$ cat src/rtl/packed_cel_row_decoder.sv
// Packed CEL row walker: drives the bitreader, parses row offsets and packet headers, emits pixels.
// Optional PACKED_ROW_PAD_EN: pad short rows with transparent pixels up to row_width.
package bitreader_pkg;
  typedef enum logic [1:0] {BR_ATTACH = 2'd0, BR_SKIP = 2'd1, BR_READ = 2'd2} bitreader_op_e;
endpackage

module packed_cel_row_decoder
  import bitreader_pkg::*;
#(
  parameter int ADDR_WIDTH = 32,
  parameter int DATA_WIDTH = 32,
  parameter int PIX_WIDTH  = 16,
  parameter int WIDTH_BITS = 11,
  parameter int ROWS_BITS  = 11
) (
  input  logic                  aclk,
  input  logic                  areset,
  input  logic                  start,
  input  logic [ADDR_WIDTH-1:0] cel_addr,
  input  logic [4:0]            bpp,
  input  logic [WIDTH_BITS-1:0] row_width,
  input  logic [ROWS_BITS-1:0]  row_count,
  output logic                  busy,
  output logic                  done,
  output logic                  error,
  output logic                  br_req,
  output bitreader_op_e         br_op,
  output logic [ADDR_WIDTH-1:0] br_addr,
  output logic [DATA_WIDTH-1:0] br_bitrate,
  output logic [DATA_WIDTH-1:0] br_bitskip,
  input  logic                  br_busy,
  input  logic [DATA_WIDTH-1:0] br_data,
  output logic                  pix_valid,
  input  logic                  pix_ready,
  output logic [PIX_WIDTH-1:0]  pix_data,
  output logic                  pix_transp,
  output logic                  row_done
);

  typedef enum logic [3:0] {
    S_IDLE, S_CHECK, S_ATTACH, S_OFFSET, S_HDR, S_PIXRD, S_EMIT, S_PAD, S_ROWEND, S_DONE
  } state_e;

  state_e                r_state;
  logic [ADDR_WIDTH-1:0] r_addr, r_next_addr;
  logic [4:0]            r_bpp;
  logic [WIDTH_BITS-1:0] r_width, r_col;
  logic [ROWS_BITS-1:0]  r_rows;
  logic [6:0]            r_remaining;
  logic [1:0]            r_type;
  logic                  r_wait, r_busy_seen;
  logic                  r_busy, r_done, r_error, r_br_req, r_row_done;
  bitreader_op_e         r_br_op;
  logic [ADDR_WIDTH-1:0] r_br_addr;
  logic [DATA_WIDTH-1:0] r_br_bitrate;
  logic                  r_pix_valid, r_pix_transp;
  logic [PIX_WIDTH-1:0]  r_pix_data;

  logic                  w_bpp_legal, w_cmd_state, w_cmd_done, w_col_fits;
  bitreader_op_e         w_cmd_op;
  logic [DATA_WIDTH-1:0] w_cmd_rate;
  logic [9:0]            w_offset;
  logic [ADDR_WIDTH-1:0] w_row_step;
  logic [PIX_WIDTH-1:0]  w_pix_mask, w_pix;
  logic [6:0]            w_hdr_n;
  logic [WIDTH_BITS-1:0] w_col_inc, w_col_next;
  logic                  w_unused;

  assign w_bpp_legal = (r_bpp == 5'd1) || (r_bpp == 5'd2) || (r_bpp == 5'd4) ||
                       (r_bpp == 5'd6) || (r_bpp == 5'd8) || (r_bpp == 5'd16);
  assign w_cmd_state = (r_state == S_ATTACH) || (r_state == S_OFFSET) ||
                       (r_state == S_HDR) || (r_state == S_PIXRD);
  assign w_cmd_op    = (r_state == S_ATTACH) ? BR_ATTACH : BR_READ;
  // A command only completes once the bitreader has been seen busy and then idle again.
  assign w_cmd_done  = r_wait && r_busy_seen && !br_busy;
  assign w_offset    = (r_bpp < 5'd8) ? {2'b00, br_data[7:0]} : br_data[9:0];
  assign w_row_step  = (ADDR_WIDTH'(w_offset) + ADDR_WIDTH'(2)) << 2;
  assign w_pix_mask  = ~({PIX_WIDTH{1'b1}} << r_bpp);
  assign w_pix       = br_data[PIX_WIDTH-1:0] & w_pix_mask;
  assign w_hdr_n     = 7'(br_data[5:0]) + 7'd1;
  assign w_col_fits  = r_col < r_width;
  assign w_col_inc   = r_col + WIDTH_BITS'(1);
  assign w_col_next  = r_pix_valid ? w_col_inc : r_col;
  assign w_unused    = ^br_data[DATA_WIDTH-1:PIX_WIDTH];

  always_comb begin
    w_cmd_rate = '0;
    case (r_state)
      S_OFFSET: w_cmd_rate = (r_bpp < 5'd8) ? DATA_WIDTH'(8) : DATA_WIDTH'(16);
      S_HDR:    w_cmd_rate = DATA_WIDTH'(8);
      S_PIXRD:  w_cmd_rate = DATA_WIDTH'(r_bpp);
      default:  w_cmd_rate = '0;
    endcase
  end

  always_ff @(posedge aclk) begin
    if (areset) begin
      r_state      <= S_IDLE;
      r_addr       <= '0;
      r_next_addr  <= '0;
      r_bpp        <= '0;
      r_width      <= '0;
      r_col        <= '0;
      r_rows       <= '0;
      r_remaining  <= '0;
      r_type       <= '0;
      r_wait       <= 1'b0;
      r_busy_seen  <= 1'b0;
      r_busy       <= 1'b0;
      r_done       <= 1'b0;
      r_error      <= 1'b0;
      r_br_req     <= 1'b0;
      r_br_op      <= BR_ATTACH;
      r_br_addr    <= '0;
      r_br_bitrate <= '0;
      r_pix_valid  <= 1'b0;
      r_pix_transp <= 1'b0;
      r_pix_data   <= '0;
      r_row_done   <= 1'b0;
    end else begin
      r_br_req   <= 1'b0;
      r_done     <= 1'b0;
      r_row_done <= 1'b0;
      if (r_wait && br_busy) r_busy_seen <= 1'b1;
      if (w_cmd_state && !r_wait) begin
        r_br_req     <= 1'b1;
        r_br_op      <= w_cmd_op;
        r_br_bitrate <= w_cmd_rate;
        if (r_state == S_ATTACH) r_br_addr <= r_addr;
        r_wait       <= 1'b1;
        r_busy_seen  <= 1'b0;
      end
      if (w_cmd_done) r_wait <= 1'b0;

      case (r_state)
        S_IDLE: begin
          r_busy <= 1'b0;
          if (start) begin
            r_addr  <= cel_addr;
            r_bpp   <= bpp;
            r_width <= row_width;
            r_rows  <= row_count;
            r_col   <= '0;
            r_error <= 1'b0;
            r_busy  <= 1'b1;
            r_state <= S_CHECK;
          end
        end
        S_CHECK: begin
          if (!w_bpp_legal) begin
            r_error <= 1'b1;
            r_state <= S_DONE;
          end else if (r_rows == '0) begin
            r_state <= S_DONE;
          end else begin
            r_state <= S_ATTACH;
          end
        end
        S_ATTACH: if (w_cmd_done) r_state <= S_OFFSET;
        S_OFFSET: begin
          if (w_cmd_done) begin
            r_next_addr <= r_addr + w_row_step;
            r_state     <= S_HDR;
          end
        end
        S_HDR: begin
          if (w_cmd_done) begin
            r_type      <= br_data[7:6];
            r_remaining <= w_hdr_n;
            case (br_data[7:6])
              2'd0: r_state <= S_PAD;
              2'd2: begin
                r_pix_data   <= '0;
                r_pix_transp <= 1'b1;
                r_pix_valid  <= w_col_fits;
                r_state      <= S_EMIT;
              end
              default: r_state <= S_PIXRD;
            endcase
          end
        end
        S_PIXRD: begin
          if (w_cmd_done) begin
            r_pix_data   <= w_pix;
            r_pix_transp <= 1'b0;
            r_pix_valid  <= w_col_fits;
            r_state      <= S_EMIT;
          end
        end
        S_EMIT: begin
          // A clipped pixel (valid low) is consumed silently to keep the stream position.
          if (!(r_pix_valid && !pix_ready)) begin
            r_col       <= w_col_next;
            r_remaining <= r_remaining - 7'd1;
            if (r_remaining == 7'd1) begin
              r_pix_valid <= 1'b0;
              r_state     <= S_HDR;
            end else if (r_type == 2'd1) begin
              r_pix_valid <= 1'b0;
              r_state     <= S_PIXRD;
            end else begin
              r_pix_valid <= w_col_next < r_width;
            end
          end
        end
        S_PAD: begin
`ifdef PACKED_ROW_PAD_EN
          if (r_pix_valid) begin
            if (pix_ready) begin
              r_col       <= w_col_inc;
              r_pix_valid <= w_col_inc < r_width;
            end
          end else if (w_col_fits) begin
            r_pix_valid  <= 1'b1;
            r_pix_data   <= '0;
            r_pix_transp <= 1'b1;
          end else begin
            r_state <= S_ROWEND;
          end
`else
          r_state <= S_ROWEND;
`endif
        end
        S_ROWEND: begin
          r_row_done <= 1'b1;
          r_addr     <= r_next_addr;
          r_rows     <= r_rows - ROWS_BITS'(1);
          r_col      <= '0;
          r_state    <= (r_rows == ROWS_BITS'(1)) ? S_DONE : S_ATTACH;
        end
        S_DONE: begin
          r_done  <= 1'b1;
          r_state <= S_IDLE;
        end
        default: r_state <= S_IDLE;
      endcase
    end
  end

  assign busy       = r_busy;
  assign done       = r_done;
  assign error      = r_error;
  assign br_req     = r_br_req;
  assign br_op      = r_br_op;
  assign br_addr    = r_br_addr;
  assign br_bitrate = r_br_bitrate;
  assign br_bitskip = '0;
  assign pix_valid  = r_pix_valid;
  assign pix_data   = r_pix_data;
  assign pix_transp = r_pix_transp;
  assign row_done   = r_row_done;

endmodule

$ cat config.mk
export PLATFORM = sky130hd
export DESIGN_NAME = packed_cel_row_decoder
export DESIGN_NICKNAME = d
export VERILOG_FILES = /design/src/rtl/packed_cel_row_decoder.sv
export SDC_FILE = /design/constraint.sdc
export NUM_CORES = 1
export LEC_CHECK = 0
export BUFFER_PORTS_ARGS = -buffer_cell sky130_fd_sc_hd__buf_2
export CAP_MARGIN = 20
export CORE_MARGIN = 10
export CORE_UTILIZATION = 49
export CTS_BUF_LIST = sky130_fd_sc_hd__clkbuf_16
export DETAILED_ROUTE_END_ITERATION = 8
export PLACE_DENSITY = 0.81
export SLEW_MARGIN = 20
export SYNTH_ARGS = -nofsm -noshare
export SYNTH_HDL_FRONTEND = slang
export SYNTH_SLANG_ARGS = --single-unit
$ cat constraint.sdc
create_clock -name aclk -period 3.2 [get_ports aclk]
set_clock_uncertainty 0.1 [all_clocks]
set_input_delay 0.48 -clock aclk [delete_from_list [all_inputs] [get_ports aclk]]
set_output_delay 0.48 -clock aclk [all_outputs]
set_load 0.005 [all_outputs]
; ---- Yosys cells after proc, flatten, opt, wreduce, memory -nomap -nowiden
; Index checks and enable logic that the tools add are counted.
[op_classes]
addsub = 6
n_lt_le_gt_ge = 3
n_eq_ne = 28
shift = 1
muxes = 50
bitwise_logic = 2
reduce_logical = 38
[ops]
columns = operator, count
row1 = 32-bit one-hot mux with 2 select lines, 1
row2 = 16-bit two-way mux, 3
row3 = 11-bit two-way mux, 4
row4 = 4-bit two-way mux, 11
row5 = 4-bit one-hot mux with 9 select lines, 1
row6 = 11-bit one-hot mux with 3 select lines, 1
row7 = 32-bit by 13-bit adder with 32-bit output, 1
row8 = 32-bit two-way mux, 1
row9 = 16-bit one-hot mux with 2 select lines, 1
row10 = 11-bit less-than comparator, 2
row11 = 11-bit one-hot mux with 2 select lines, 1
row12 = 16-bit AND, 1
row13 = "4-bit by 3-bit equality test with 1-bit output, second input constant", 4
row14 = 16-bit inverter, 1
row15 = "16-bit by 5-bit << shifter with 16-bit output, first input constant", 1
row16 = 1-bit two-way mux, 15
row17 = 5-bit one-hot mux with 3 select lines, 1
row18 = 7-bit two-way mux, 2
row19 = "2-bit inequality test, second input constant", 7
row20 = 7-bit one-hot mux with 2 select lines, 1
row21 = "10-bit by 2-bit adder with 11-bit output, second input constant", 1
row22 = "11-bit by 1-bit adder with 11-bit output, second input constant", 1
row23 = "11-bit by 1-bit equality test with 1-bit output, second input constant", 1
row24 = 11-bit logical NOT, 1
row25 = 36 further kinds, 64
[totals]
ff_bits = 206
in_bits = 96
output_inout_bits = 121
elab_cells = 150

; ---- Depth between registers and ports, before layout
; Gate-level depths: netlist of run 1.
[depth]
depth_word = 8
depth_mapped = 13
ltp_nobuf = 13

; ---- Worst setup path before layout of run 1
; OpenSTA, ideal clock, no wires.
[synth_timing]
path_type = input -> register
startpoint = in br_data[3]
endpoint = reg r_next_addr[30]
t_arrival_ps = 3137
t_required_ps = 3014
slack_ps = -122
cell_stages = 13
n_path_buf = 1
path_cell_list = clkbuf_1 and3_1 nand2_1 or2_2 xnor2_1 nor2_1 ha_1 a21oi_1 o21ai_0 a211oi_1 nor3b_1 xnor2_1 a211oi_1
[synth_via]
elab_chain_len = 3
[synth_rtl]
columns = element, line_no
row1 = start: declaration, 32  ; input logic [DATA_WIDTH-1:0] br_data,
row2 = 10-bit two-way mux, 76  ; assign w_offset = (r_bpp < 5'd8) ? {2'b00, br_data[7:0]} : br_data[9:0];
row3 = 10-bit by 2-bit adder with 11-bit output, 77  ; assign w_row_step = (ADDR_WIDTH'(w_offset) + ADDR_WIDTH'(2)) << 2;
row4 = 32-bit by 13-bit adder with 32-bit output, 162  ; r_next_addr <= r_addr + w_row_step;
row5 = end signal: assignment, 162
row6 = end: declaration, 45  ; logic [ADDR_WIDTH-1:0] r_addr, r_next_addr;
; No other way between the ends.
; A chain may end at the register's enable or synchronous reset.

; ---- Worst setup path after layout of run 1
[layout_timing]
startpoint = reg r_bpp[4]
endpoint = reg r_next_addr[19]
[layout_via]
elab_chain_len = 4
[layout_rtl]
columns = element, line_no
row1 = start: declaration, 46  ; logic [4:0] r_bpp;
row2 = start signal: assignment, 140  ; r_bpp <= bpp;
row3 = 5-bit by 4-bit less-than comparator with 1-bit output, 76
row4 = 10-bit two-way mux, 76
row5 = 10-bit by 2-bit adder with 11-bit output, 77
row6 = 32-bit by 13-bit adder with 32-bit output, 162
; No other way between the ends.

==> implementation parameters, run 1 <==
Parameter                              Value

Setup path
  Largest fanout of any net on the critical path ... 6
  Class of the most critical setup path ... reg -> reg
  Data required time of the critical path ... 3.47 ns
  Worst Path Arrival ... 3.17 ns
  Worst r2r path cells ... 9
  Register-to-Register Setup Slack ... 0.30 ns
  Launch instance of the worst register-to-register path ... r_bpp[4]$_SDFFE_PP0P_
  Setup crit end kind ... flip-flop
  Critical register-to-register path endpoint ... r_next_addr[19]$_SDFFE_PP0P_
  Startpoint class of the critical path ... flip-flop

Clocking
  Worst-path clk slew ... 0.07 ns
  Post-CTS setup buffer count ... 0
  Root Buffer ... sky130_fd_sc_hd__clkbuf_16
  TritonCTS buffer count ... 17
  Latest clock arrival within the worst-skew pair ... 0.44 ns
  PostCTS Resize Cnt ... 0
  Clock tree sinks ... 178
  Clock tree from TritonCTS ... done
  CTS hold repair buffers ... 0
  Maximum level of the CTS H-tree ... 4
  Maximum count of clock buffers along a single path ... 2

Route
  DR WL/cell ... 16.3 um
  First-pass iteration count of the detailed router ... 6
  Wire length reported by the detailed router ... 26,700 um
  Antenna Nets Post-Route ... 0
  Via-per-instance ratio ... 5.54
  DRC violation count after routing ... 0
  Detailed router's first-iteration violation count ... 629
  Count of vias placed by the detailed router ... 9,057

Timing
  Setup TNS ... 0 ns
  Max-slew violations ... 0
  Maximum clock frequency ... 0.344 GHz
  Fin. Hold Viols ... 0
  Final setup margin ... 0.296 ns
  RSZ-0062 raised after global routing ... false
  Final setup violating endpoints ... 0
  Period Utilization, post-route ... 90.7%
  Relative slew margins ... 43.6%
  Slew of the pin with the lowest slew margin ... 0.846 ns
  Final min period ... 2.90 ns

Logic synthesis
  Sequential fraction of the synthesis area ... 37.8%
  Mapped Avg Cell Area ... 7.64 sq um
  Number of enable flip-flop cells after synthesis ... 0
  Async set-or-reset flop fraction in the synthesized netlist ... 0%
  Number of library cell types mapped by synthesis ... 64
  Post-Syn Area ... 9420 sq um
  Yosys reg bits ... 178
  Top FF cell, synth ... sky130_fd_sc_hd__dfxtp_1
  Number of standard cells after synthesis ... 1,234
  Synthesis Warnings ... 0

Die
  Top Ports ... 217
  Die Footprint ... 25,200 sq um
  DIE HEIGHT ... 159 um
  Core area ... 18,800 sq um
  Die width ... 159 um
  Cell Rows ... 50
  Initial core utilization ... 50.0%

Global routing
  Global-route wire length before repair ... 43,200 um
  Total global routing track utilization ... 20.9%
  Number of antenna violations at the first check in global routing ... 1
  Number of global-route vias before repair ... 8,653
  Maximum number of pins on one net before global-route repair ... 163
  Leftover overflow at the end of global routing ... 0

Job
  Max-capacitance violation count ... 0

Placement
  Gpl congestion ... 0.908
  Worst slack, placed ... -0.0701 ns
  Post-DP HPWL ... 19,100 um
  Number of port buffers ... 140

Power
  PD cells ... 710 nW/um^2
  Peak ir drop on the vdd network ... 0.554 mV
  Static Leakage ... 4.58 nW

Layout
  Final-stage net count ... 1,497
  Commonest non-fill, non-tap cell in the layout ... sky130_fd_sc_hd__nand2_1
  Ratio of cells with drive above 1 in the final layout ... 17.0%
  Most frequent cells in the layout ... 184 x sky130_fd_sc_hd__nand2_1, 178 x sky130_fd_sc_hd__dfxtp_1, 174 x sky130_fd_sc_hd__nor2_1
  Area added between synthesis and finish ... 16.4%

Min path
  Endpoint of the worst hold-timing path ... r_rows[8]$_SDFFE_PP0P_
  Min-delay src ... row_count[8]
  Type of the tightest min-delay check ... in -> reg
  Hold path depth ... 3

Status
  Run status ... finished clean
[per-layer routing]
metal | global-route usage (%) | share of wire [%] | up-vias
met5 | 0 | 0.049 | -
met3 | 4.64 | 6.9 | 42
met2 | 34.7 | 47 | 289
met4 | 7.54 | 2.2 | 2
met1 | 26.1 | 44 | 4272
li1 | - | - | 4452
[stage by stage]
| step | power, mW | cells | instance area, sq um | hold WS [ns] | utilization (%) |
|---|---|---|---|---|---|
| detailed placement | 5.47 | 1602 | 10300 | 0.343 | 54.8 |
| CTS | 7.80 | 1634 | 11000 | 0.157 | 58.2 |
| global placement | 5.38 | 1602 | 10300 | 0.338 | 54.8 |
| finish | 7.79 | 1635 | 11000 | 0.166 | 58.3 |
| global route | 8.28 | 1634 | 11000 | 0.191 | 58.2 |
| floorplan | 4.71 | 1293 | 9650 | 0.326 | - |
[final cells by class]
class                   count  area [sq um]
repair buffers            185          1070
flip-flops and latches    178          3560
well taps                 260           325
multi-input cells         948          5240
diodes                      1          2.50
fillers                  1712          7860
clock buffers              17           425
clock inverters            15           228
inverters                  31           116
[cells by family (layout without fill, tap and decap cells)]
logic type                 count (synthesis)  after routing  share of synthesized area, %
adders and majority gates                 40             40                          5.39
xor gates and xnor gates                  42             42                          3.90
AOI/OAI and AO/OA                        268            268                          17.5
DFF                                      178            178                          37.8
and+or+nand+nor                          535            535                          25.9
buffers and inverters                    167            248                          9.12
muxes                                      3              3                         0.332
other                                      1             61                        0.0398
[worst max-delay path: stages, from the launching register on]
cell and delay [ns]:
sky130_fd_sc_hd__dfxtp_1 0.34, sky130_fd_sc_hd__o21ai_0 0.40, sky130_fd_sc_hd__xnor2_1 0.20, sky130_fd_sc_hd__ha_1 0.44, sky130_fd_sc_hd__nand2_1 0.07, sky130_fd_sc_hd__o21ai_0 0.33
sky130_fd_sc_hd__nand3_1 0.18, sky130_fd_sc_hd__and3_1 0.26, sky130_fd_sc_hd__or3_1 0.36, sky130_fd_sc_hd__a31oi_1 0.16
[where the power goes]
part	switching, mW	leakage, nW	total, mW	internal, mW
sequential	0.395	1.45	2.96	2.56
clock	0.934	0.319	2.33	1.40
combinational	1.56	2.82	2.50	0.943
[worst max-delay path by stage]
stage               cells after the start                   from  slack, ns                            to
finish                                  9  r_bpp[4]$_SDFFE_PP0P_       0.30  r_next_addr[19]$_SDFFE_PP0P_
global route                           10  r_bpp[3]$_SDFFE_PP0P_        0.1  r_next_addr[20]$_SDFFE_PP0P_
CTS                                     9  r_bpp[4]$_SDFFE_PP0P_       0.33  r_next_addr[19]$_SDFFE_PP0P_
detailed placement                     15             br_data[1]      -0.07  r_next_addr[20]$_SDFFE_PP0P_
global placement                       15             br_data[1]      -0.02  r_next_addr[20]$_SDFFE_PP0P_
floorplan                              13             br_data[3]       0.08  r_next_addr[30]$_SDFFE_PP0P_
[synth_stat cells (5+ instances only)]
cell,count,area share [%]
sky130_fd_sc_hd__nor4_1,40,2.7
sky130_fd_sc_hd__clkbuf_1,72,2.9
sky130_fd_sc_hd__a32oi_1,8,0.74
sky130_fd_sc_hd__nand4_1,18,1.2
sky130_fd_sc_hd__and3_1,9,0.60
sky130_fd_sc_hd__a21o_1,7,0.56
sky130_fd_sc_hd__a2111oi_0,5,0.46
sky130_fd_sc_hd__a211oi_1,17,1.4
sky130_fd_sc_hd__xnor2_1,34,3.2
sky130_fd_sc_hd__nand3_1,28,1.5
sky130_fd_sc_hd__nand2_1,184,7.3
sky130_fd_sc_hd__nor2b_1,7,0.46
sky130_fd_sc_hd__buf_4,60,4.8
sky130_fd_sc_hd__nand2b_1,12,0.80
sky130_fd_sc_hd__a21oi_1,117,6.2
sky130_fd_sc_hd__inv_1,30,1.2
sky130_fd_sc_hd__or3_1,11,0.73
sky130_fd_sc_hd__a311oi_1,5,0.46
sky130_fd_sc_hd__a31oi_1,12,0.80
sky130_fd_sc_hd__o21ai_0,46,2.4
sky130_fd_sc_hd__or2_2,6,0.40
sky130_fd_sc_hd__ha_1,39,5.2
sky130_fd_sc_hd__o211ai_1,6,0.48
sky130_fd_sc_hd__a22oi_1,13,1.0
sky130_fd_sc_hd__nor2_1,174,6.9
sky130_fd_sc_hd__nor3_1,23,1.2
sky130_fd_sc_hd__dfxtp_1,178,38
sky130_fd_sc_hd__xor2_1,8,0.74
[registers in the layout (all words and copies together) (netlist names), 2 cells and up]
name         count
r_next_addr     32
r_type           2
r_state          4
r_col           11
pix_data        16
br_bitrate       5
r_addr          32
r_bpp            5
br_addr         32
r_remaining      7
r_rows          11
r_width         11
Note: power is estimated with default switching activity, not from simulation.
==> run 2, diff against run 1 <==
--- a/config.mk
+++ b/config.mk
@@ -7,6 +7,7 @@
 export LEC_CHECK = 0
 export BUFFER_PORTS_ARGS = -buffer_cell sky130_fd_sc_hd__buf_2
 export CAP_MARGIN = 20
+export CORE_ASPECT_RATIO = 0.9
 export CORE_MARGIN = 10
 export CORE_UTILIZATION = 49
 export CTS_BUF_LIST = sky130_fd_sc_hd__clkbuf_16
==> run 2 against run 1 <==
Effect of this change:
- wire length shrank 0.17%
- clock power is 12% lower
- worst hold slack gained 0.0083 ns
- via count about the same
- largest power group unchanged
==> implementation parameters, run 2 (synthesized netlist as in run 1, its figures left out) <==
Parameter                              Value

Status
  Run status ... finished clean

Global routing
  Maximum number of pins on one net before global-route repair ... 65 (-60%)
  Global-route wire length before repair ... 43,400 um (+0.48%)
  Number of global-route vias before repair ... 8,661 (+0.092%)
  Total global routing track utilization ... 20.6% (-0.38 points)
  Leftover overflow at the end of global routing ... 0 (unchanged)
  Number of antenna violations at the first check in global routing ... 1 (unchanged)

Clocking
  Root Buffer ... sky130_fd_sc_hd__clkbuf_16
  Maximum count of clock buffers along a single path ... 2 (unchanged)
  CTS hold repair buffers ... 0 (unchanged)
  Worst-path clk slew ... 0.07 ns (about the same)
  PostCTS Resize Cnt ... 0 (unchanged)
  Clock tree from TritonCTS ... done
  Post-CTS setup buffer count ... 0 (unchanged)
  Maximum level of the CTS H-tree ... 4 (unchanged)
  Latest clock arrival within the worst-skew pair ... 0.44 ns (about the same)
  Clock tree sinks ... 178 (unchanged)
  TritonCTS buffer count ... 17 (unchanged)

Power
  Internal power contribution ... 4.67 mW (-4.7%)
  Net switching share of the total power ... 38.0% (+0.98 points)
  Clk pwr share ... 27.2% (-2.7 points)
  Logic pwr share ... 33.7% (+1.6 points)
  Peak ir drop on the vdd network ... 0.447 mV (-19%)
  PD cells ... 692 nW/um^2 (-2.6%)
  Share of power burned in registers ... 39.1% (+1.1 points)
  Total chip power ... 7.54 mW (-3.2%)
  Static Leakage ... 4.56 nW (-0.46%)
  Power dissipated by switching net loads ... 2.87 mW (-0.65%)

Setup path
  Worst Path Arrival ... 3.06 ns (-0.11 ns)
  Class of the most critical setup path ... in -> reg
  Max incr delay on CP ... 0.40 ns (-0.04 ns)
  Critical Path, Cell by Cell ... buf_2 -> ha_1 -> and3_1 -> nand2_1 -> or2_2 -> xnor2_1 -> nor2_1 -> ha_1 -> nand2_1 -> o21ai_0 -> a211oi_2 -> buf_4 -> nor4b_1 -> xnor2_1 -> a21oi_1
  Worst r2r path cells ... 11 (+2)
  Data required time of the critical path ... 3.41 ns (-0.06 ns)
  Largest fanout of any net on the critical path ... 8 (+2)
  Cell with the largest stage delay on the worst path ... sky130_fd_sc_hd__nor4b_1
  Startpoint class of the critical path ... input port
  Setup crit end kind ... flip-flop

Route
  Via-per-instance ratio ... 5.55 (+0.24%)
  Detailed router's first-iteration violation count ... 789 (+25%)
  Antenna Nets Post-Route ... 0 (unchanged)
  First-pass iteration count of the detailed router ... 5 (-1)
  Count of vias placed by the detailed router ... 9,051 (-0.066%)
  DRC violation count after routing ... 0 (unchanged)
  Wire length reported by the detailed router ... 26,600 um (-0.17%)
  DR WL/cell ... 16.3 um (+0.13%)

Timing
  Relative slew margins ... 45.5% (+1.9 points)
  Final min period ... 2.85 ns (-0.0582 ns)
  Slew of the pin with the lowest slew margin ... 0.810 ns (-0.0358 ns)
  Maximum clock frequency ... 0.351 GHz (+2.0%)
  Max-slew violations ... 0 (unchanged)
  RSZ-0062 raised after global routing ... false
  Fin. Hold Viols ... 0 (unchanged)
  Final setup violating endpoints ... 0 (unchanged)
  Setup TNS ... 0 ns (unchanged)
  Period Utilization, post-route ... 88.9% (-1.8 points)

Layout
  Final-stage net count ... 1,502 (+0.33%)
  Ratio of cells with drive above 1 in the final layout ... 17.1% (+0.083 points)
  Multi-input gate area in the final layout ... 5240 sq um (unchanged)
  Commonest non-fill, non-tap cell in the layout ... sky130_fd_sc_hd__nand2_1
  Area added between synthesis and finish ... 15.7%
  Most frequent cells in the layout ... 184 x sky130_fd_sc_hd__nand2_1, 178 x sky130_fd_sc_hd__dfxtp_1, 174 x sky130_fd_sc_hd__nor2_1
  Filler cell count in the final layout ... 1,774 (+3.6%)
  Seq. cell area ... 3560 sq um (unchanged)

Die
  Top Ports ... 217 (unchanged)
  Die Footprint ... 25,200 sq um (about the same)
  Initial core utilization ... 49.5% (-0.55 points)
  Die width ... 166 um (+4.7%)
  DIE HEIGHT ... 152 um (-4.5%)
  Cell Rows ... 48 (-4.0%)
  Core area ... 19,000 sq um (+1.1%)

Placement
  Number of port buffers ... 140 (unchanged)
  Post-DP HPWL ... 19,400 um (+1.6%)
  Gpl congestion ... 0.903 (-0.52%)

Job
  Max-capacitance violation count ... 0 (unchanged)

Min path
  Type of the tightest min-delay check ... in -> reg
  Hold path depth ... 3 (unchanged)
-- run 2: power by group through the flow --
stage                     clock network [mW]  registers (mW)  logic (mW)
final                                   2.05            2.94        2.54
after global routing                    2.16            3.00        2.86
after CTS                               2.07            2.93        2.53
after detailed placement                   0            2.98        2.51
after global placement                     0            2.96        2.45
after floorplan                            0            2.84        1.87
-- run 2: area by class of cell --
class | count | area share, %
diodes | 1 | 0.0230
inverters | 31 | 1.07
clock buffers | 17 | 3.90
clock inverters | 15 | 1.32
well taps | 250 | 2.87
multi-input cells | 948 | 48.1
repair buffers | 190 | 10.0
flip-flops and latches | 178 | 32.7
-- run 2: path summary, 6_finish.rpt --
| path | startpoint | slack [ns] | end |
|---|---|---|---|
| max | br_data[2] | 0.35 | r_next_addr[20]$_SDFFE_PP0P_ |
| min | row_width[8] | 0.17 | r_width[8]$_SDFFE_PP0P_ |
| max reg2reg | r_col[0]$_SDFFE_PP0P_ | 0.39 | pix_valid$_SDFFE_PP0P_ |
| min reg2reg | br_bitrate[0]$_SDFFE_PP0P_ | 0.35 | br_bitrate[0]$_SDFFE_PP0P_ |
-- run 2: critical path: cells and delay by family --
kind	cells	cell delay [ns]
AO/OA/AOI/OAI	3	0.42
buffers and inverters	2	0.28
XOR/XNOR	2	0.31
adder cells (fa/ha/maj)	2	0.51
AND/OR/NAND/NOR	6	1.05
-- run 2: per-stage QoR --
step                      setup slack [ns]  hold WS, ns  cells  util, %  instance area [sq um]
after floorplan                     0.0821        0.326   1293        -                   9650
after global placement              0.0220        0.338   1597     54.2                  10300
after detailed placement           -0.0608        0.343   1597     54.2                  10300
after CTS                            0.377        0.163   1629     57.2                  10900
after global routing                 0.126        0.188   1630     57.2                  10900
final                                0.355        0.175   1630     57.2                  10900
-- run 2: layer usage --
metal  vias to the layer above  wire length (um)  track usage [%]  share of wire (%)
met5                         -                 0                0                  0
met4                         0               369             6.46                1.4
met3                        34              2210             5.67                8.3
met2                       329             12100             32.4                 45
met1                      4238             11900             27.0                 45
li1                       4450                 -                -                  -
==> run 3, diff against run 2 <==
--- a/config.mk
+++ b/config.mk
@@ -10,8 +10,8 @@
 export CORE_ASPECT_RATIO = 0.9
 export CORE_MARGIN = 10
 export CORE_UTILIZATION = 49
-export CTS_BUF_LIST = sky130_fd_sc_hd__clkbuf_16
 export DETAILED_ROUTE_END_ITERATION = 8
+export GPL_ROUTABILITY_DRIVEN = 0
 export PLACE_DENSITY = 0.81
 export SLEW_MARGIN = 20
 export SYNTH_ARGS = -nofsm -noshare
==> run 3 against run 2 <==
Effect of this change:
- power up 1.5%
- final cell count fell by 0.12%
- sequential cell count unchanged
- critical path depth stayed put
- non-clock buffer count down 1
- first-iteration DRC count is 6.2% higher
==> implementation parameters, run 3 (synthesized netlist as in run 1, its figures left out) <==
Parameter                              Value

Status
  Run status ... finished clean

Timing
  Fin. Hold Viols ... 0 (unchanged)
  Maximum clock frequency ... 0.345 GHz (-1.9%)
  Post-route worst hold slack ... 0.171 ns (-0.00330 ns)
  Relative slew margins ... 48.7% (+3.2 points)
  RSZ-0062 raised after global routing ... false
  Max-slew violations ... 0 (unchanged)
  Final setup margin ... 0.300 ns (-0.0548 ns)
  Slew of the pin with the lowest slew margin ... 0.762 ns (-0.0475 ns)
  Period Utilization, post-route ... 90.6% (+1.7 points)
  Final min period ... 2.90 ns (+0.0548 ns)
  Setup TNS ... 0 ns (unchanged)
  Final setup violating endpoints ... 0 (unchanged)

Global routing
  Number of antenna violations at the first check in global routing ... 1 (unchanged)
  Total global routing track utilization ... 21.0% (+0.47 points)
  Maximum number of pins on one net before global-route repair ... 66 (+1.5%)
  Number of global-route vias before repair ... 8,784 (+1.4%)
  Global-route wire length before repair ... 44,600 um (+2.8%)
  Leftover overflow at the end of global routing ... 0 (unchanged)

Setup path
  Class of the most critical setup path ... in -> reg
  Largest fanout of any net on the critical path ... 5 (-3)
  Data required time of the critical path ... 3.45 ns (+0.04 ns)
  Worst Path Arrival ... 3.15 ns (+0.09 ns)
  Setup crit end kind ... flip-flop
  Startpoint class of the critical path ... input port

Placement
  Number of port buffers ... 140 (unchanged)
  Post-DP HPWL ... 19,300 um (-0.26%)
  Area post-placement ... 10,300 sq um (about the same)
  Placed insts ... 1,596 (-0.063%)
  Worst slack, placed ... -0.0882 ns (-0.0273 ns)

Die
  Cell Rows ... 48 (unchanged)
  Core area ... 19,000 sq um (unchanged)
  Top Ports ... 217 (unchanged)
  DIE HEIGHT ... 152 um (unchanged)
  Die Footprint ... 25,200 sq um (unchanged)
  Initial core utilization ... 49.5% (unchanged)
  Die width ... 166 um (unchanged)

Min path
  Type of the tightest min-delay check ... in -> reg

Clocking
  Root Buffer ... sky130_fd_sc_hd__clkbuf_16
  Maximum count of clock buffers along a single path ... 2 (unchanged)
  Maximum level of the CTS H-tree ... 4 (unchanged)
  Clock tree from TritonCTS ... done
  Latest clock arrival within the worst-skew pair ... 0.44 ns (about the same)
  Clock tree sinks ... 178 (unchanged)
  TritonCTS buffer count ... 17 (unchanged)
  Worst-path clk slew ... 0.07 ns (about the same)

Layout
  Multi-input gate area in the final layout ... 5240 sq um (unchanged)
  Number of inserted diodes ... 0 (-1)
  Ratio of cells with drive above 1 in the final layout ... 17.4% (+0.30 points)
  Final core utilization ... 57.4% (+0.14 points)
  Filler cell count in the final layout ... 1,754 (-1.1%)
  Most frequent cells in the layout ... 184 x sky130_fd_sc_hd__nand2_1, 178 x sky130_fd_sc_hd__dfxtp_1, 174 x sky130_fd_sc_hd__nor2_1
  Final instance count without filler cells ... 1,628 (-0.12%)
  Area added between synthesis and finish ... 16.0%
  Final-stage net count ... 1,501 (-0.067%)
  Post-route design area ... 10,900 sq um (+0.25%)
  Commonest non-fill, non-tap cell in the layout ... sky130_fd_sc_hd__nand2_1
  Seq. cell area ... 3560 sq um (unchanged)

Route
  Detailed router's first-iteration violation count ... 838 (+6.2%)
  Wire length reported by the detailed router ... 27,100 um (+1.9%)
  Count of vias placed by the detailed router ... 9,077 (+0.29%)
  Antenna Nets Post-Route ... 0 (unchanged)
  Via-per-instance ratio ... 5.58 (+0.41%)
  DRC violation count after routing ... 0 (unchanged)
  First-pass iteration count of the detailed router ... 5 (unchanged)
  DR WL/cell ... 16.7 um (+2.0%)

Power
  Peak ir drop on the vdd network ... 0.441 mV (-1.4%)
  Total chip power ... 7.65 mW (+1.5%)
  PD cells ... 700 nW/um^2 (+1.2%)
  Static Leakage ... 4.56 nW (about the same)

Job
  Max-capacitance violation count ... 0 (unchanged)
[run 3: where the power goes]
part           total [mW]  switching [mW]  internal, mW
clock network        2.16           0.919          1.24
registers            2.95           0.386          2.56
logic                2.55            1.57         0.977
[run 3: path summary, 6_finish.rpt]
check / from / endpoint / slack (ns) / cells past startpoint
setup / recovery: br_data[1] / r_next_addr[19]$_SDFFE_PP0P_ / 0.30 / 15
hold / removal: row_width[8] / r_width[8]$_SDFFE_PP0P_ / 0.17 / 3
setup reg to reg: r_bpp[4]$_SDFFE_PP0P_ / r_next_addr[19]$_SDFFE_PP0P_ / 0.30 / 9
hold reg to reg: pix_data[15]$_SDFFE_PP0P_ / pix_data[15]$_SDFFE_PP0P_ / 0.35 / 2
[run 3: worst max-delay path: stages]
cell	delay [ns]
sky130_fd_sc_hd__buf_2	0.10
sky130_fd_sc_hd__ha_1	0.17
sky130_fd_sc_hd__and3_1	0.21
sky130_fd_sc_hd__nand2_1	0.08
sky130_fd_sc_hd__or2_2	0.28
sky130_fd_sc_hd__xnor2_1	0.15
sky130_fd_sc_hd__nor2_1	0.08
sky130_fd_sc_hd__ha_1	0.36
sky130_fd_sc_hd__buf_4	0.14
sky130_fd_sc_hd__nand2_1	0.06
sky130_fd_sc_hd__nor2_1	0.10
sky130_fd_sc_hd__o21ai_0	0.12
sky130_fd_sc_hd__and3_1	0.27
sky130_fd_sc_hd__or3_1	0.35
sky130_fd_sc_hd__a31oi_1	0.20
[run 3: final cells by class]
type / instances / area share [%]
Inverter: 31 / 1.06
Sequential cell: 178 / 32.6
Multi-Input combinational cell: 948 / 48.0
Timing Repair Buffer: 189 / 9.92
Clock buffer: 21 / 4.40
Clock inverter: 11 / 1.16
Tap cell: 250 / 2.86
[run 3: metal layers]
metal	GRT usage (%)	vias to the layer above	wire, um	share of wire [%]
met5	0	-	7	0.026
met4	6.02	2	442	1.6
met3	6.27	43	2130	7.9
met2	33.1	339	12300	45
met1	27.5	4240	12200	45
li1	-	4453	-	-
[run 3: what timing repair did]
item                                    in CTS  in global routing
hold buffers                                 0                  0
endpoints found under the setup margin       0                  1
resized for setup                            0                  1
buffers inserted                             0                  0
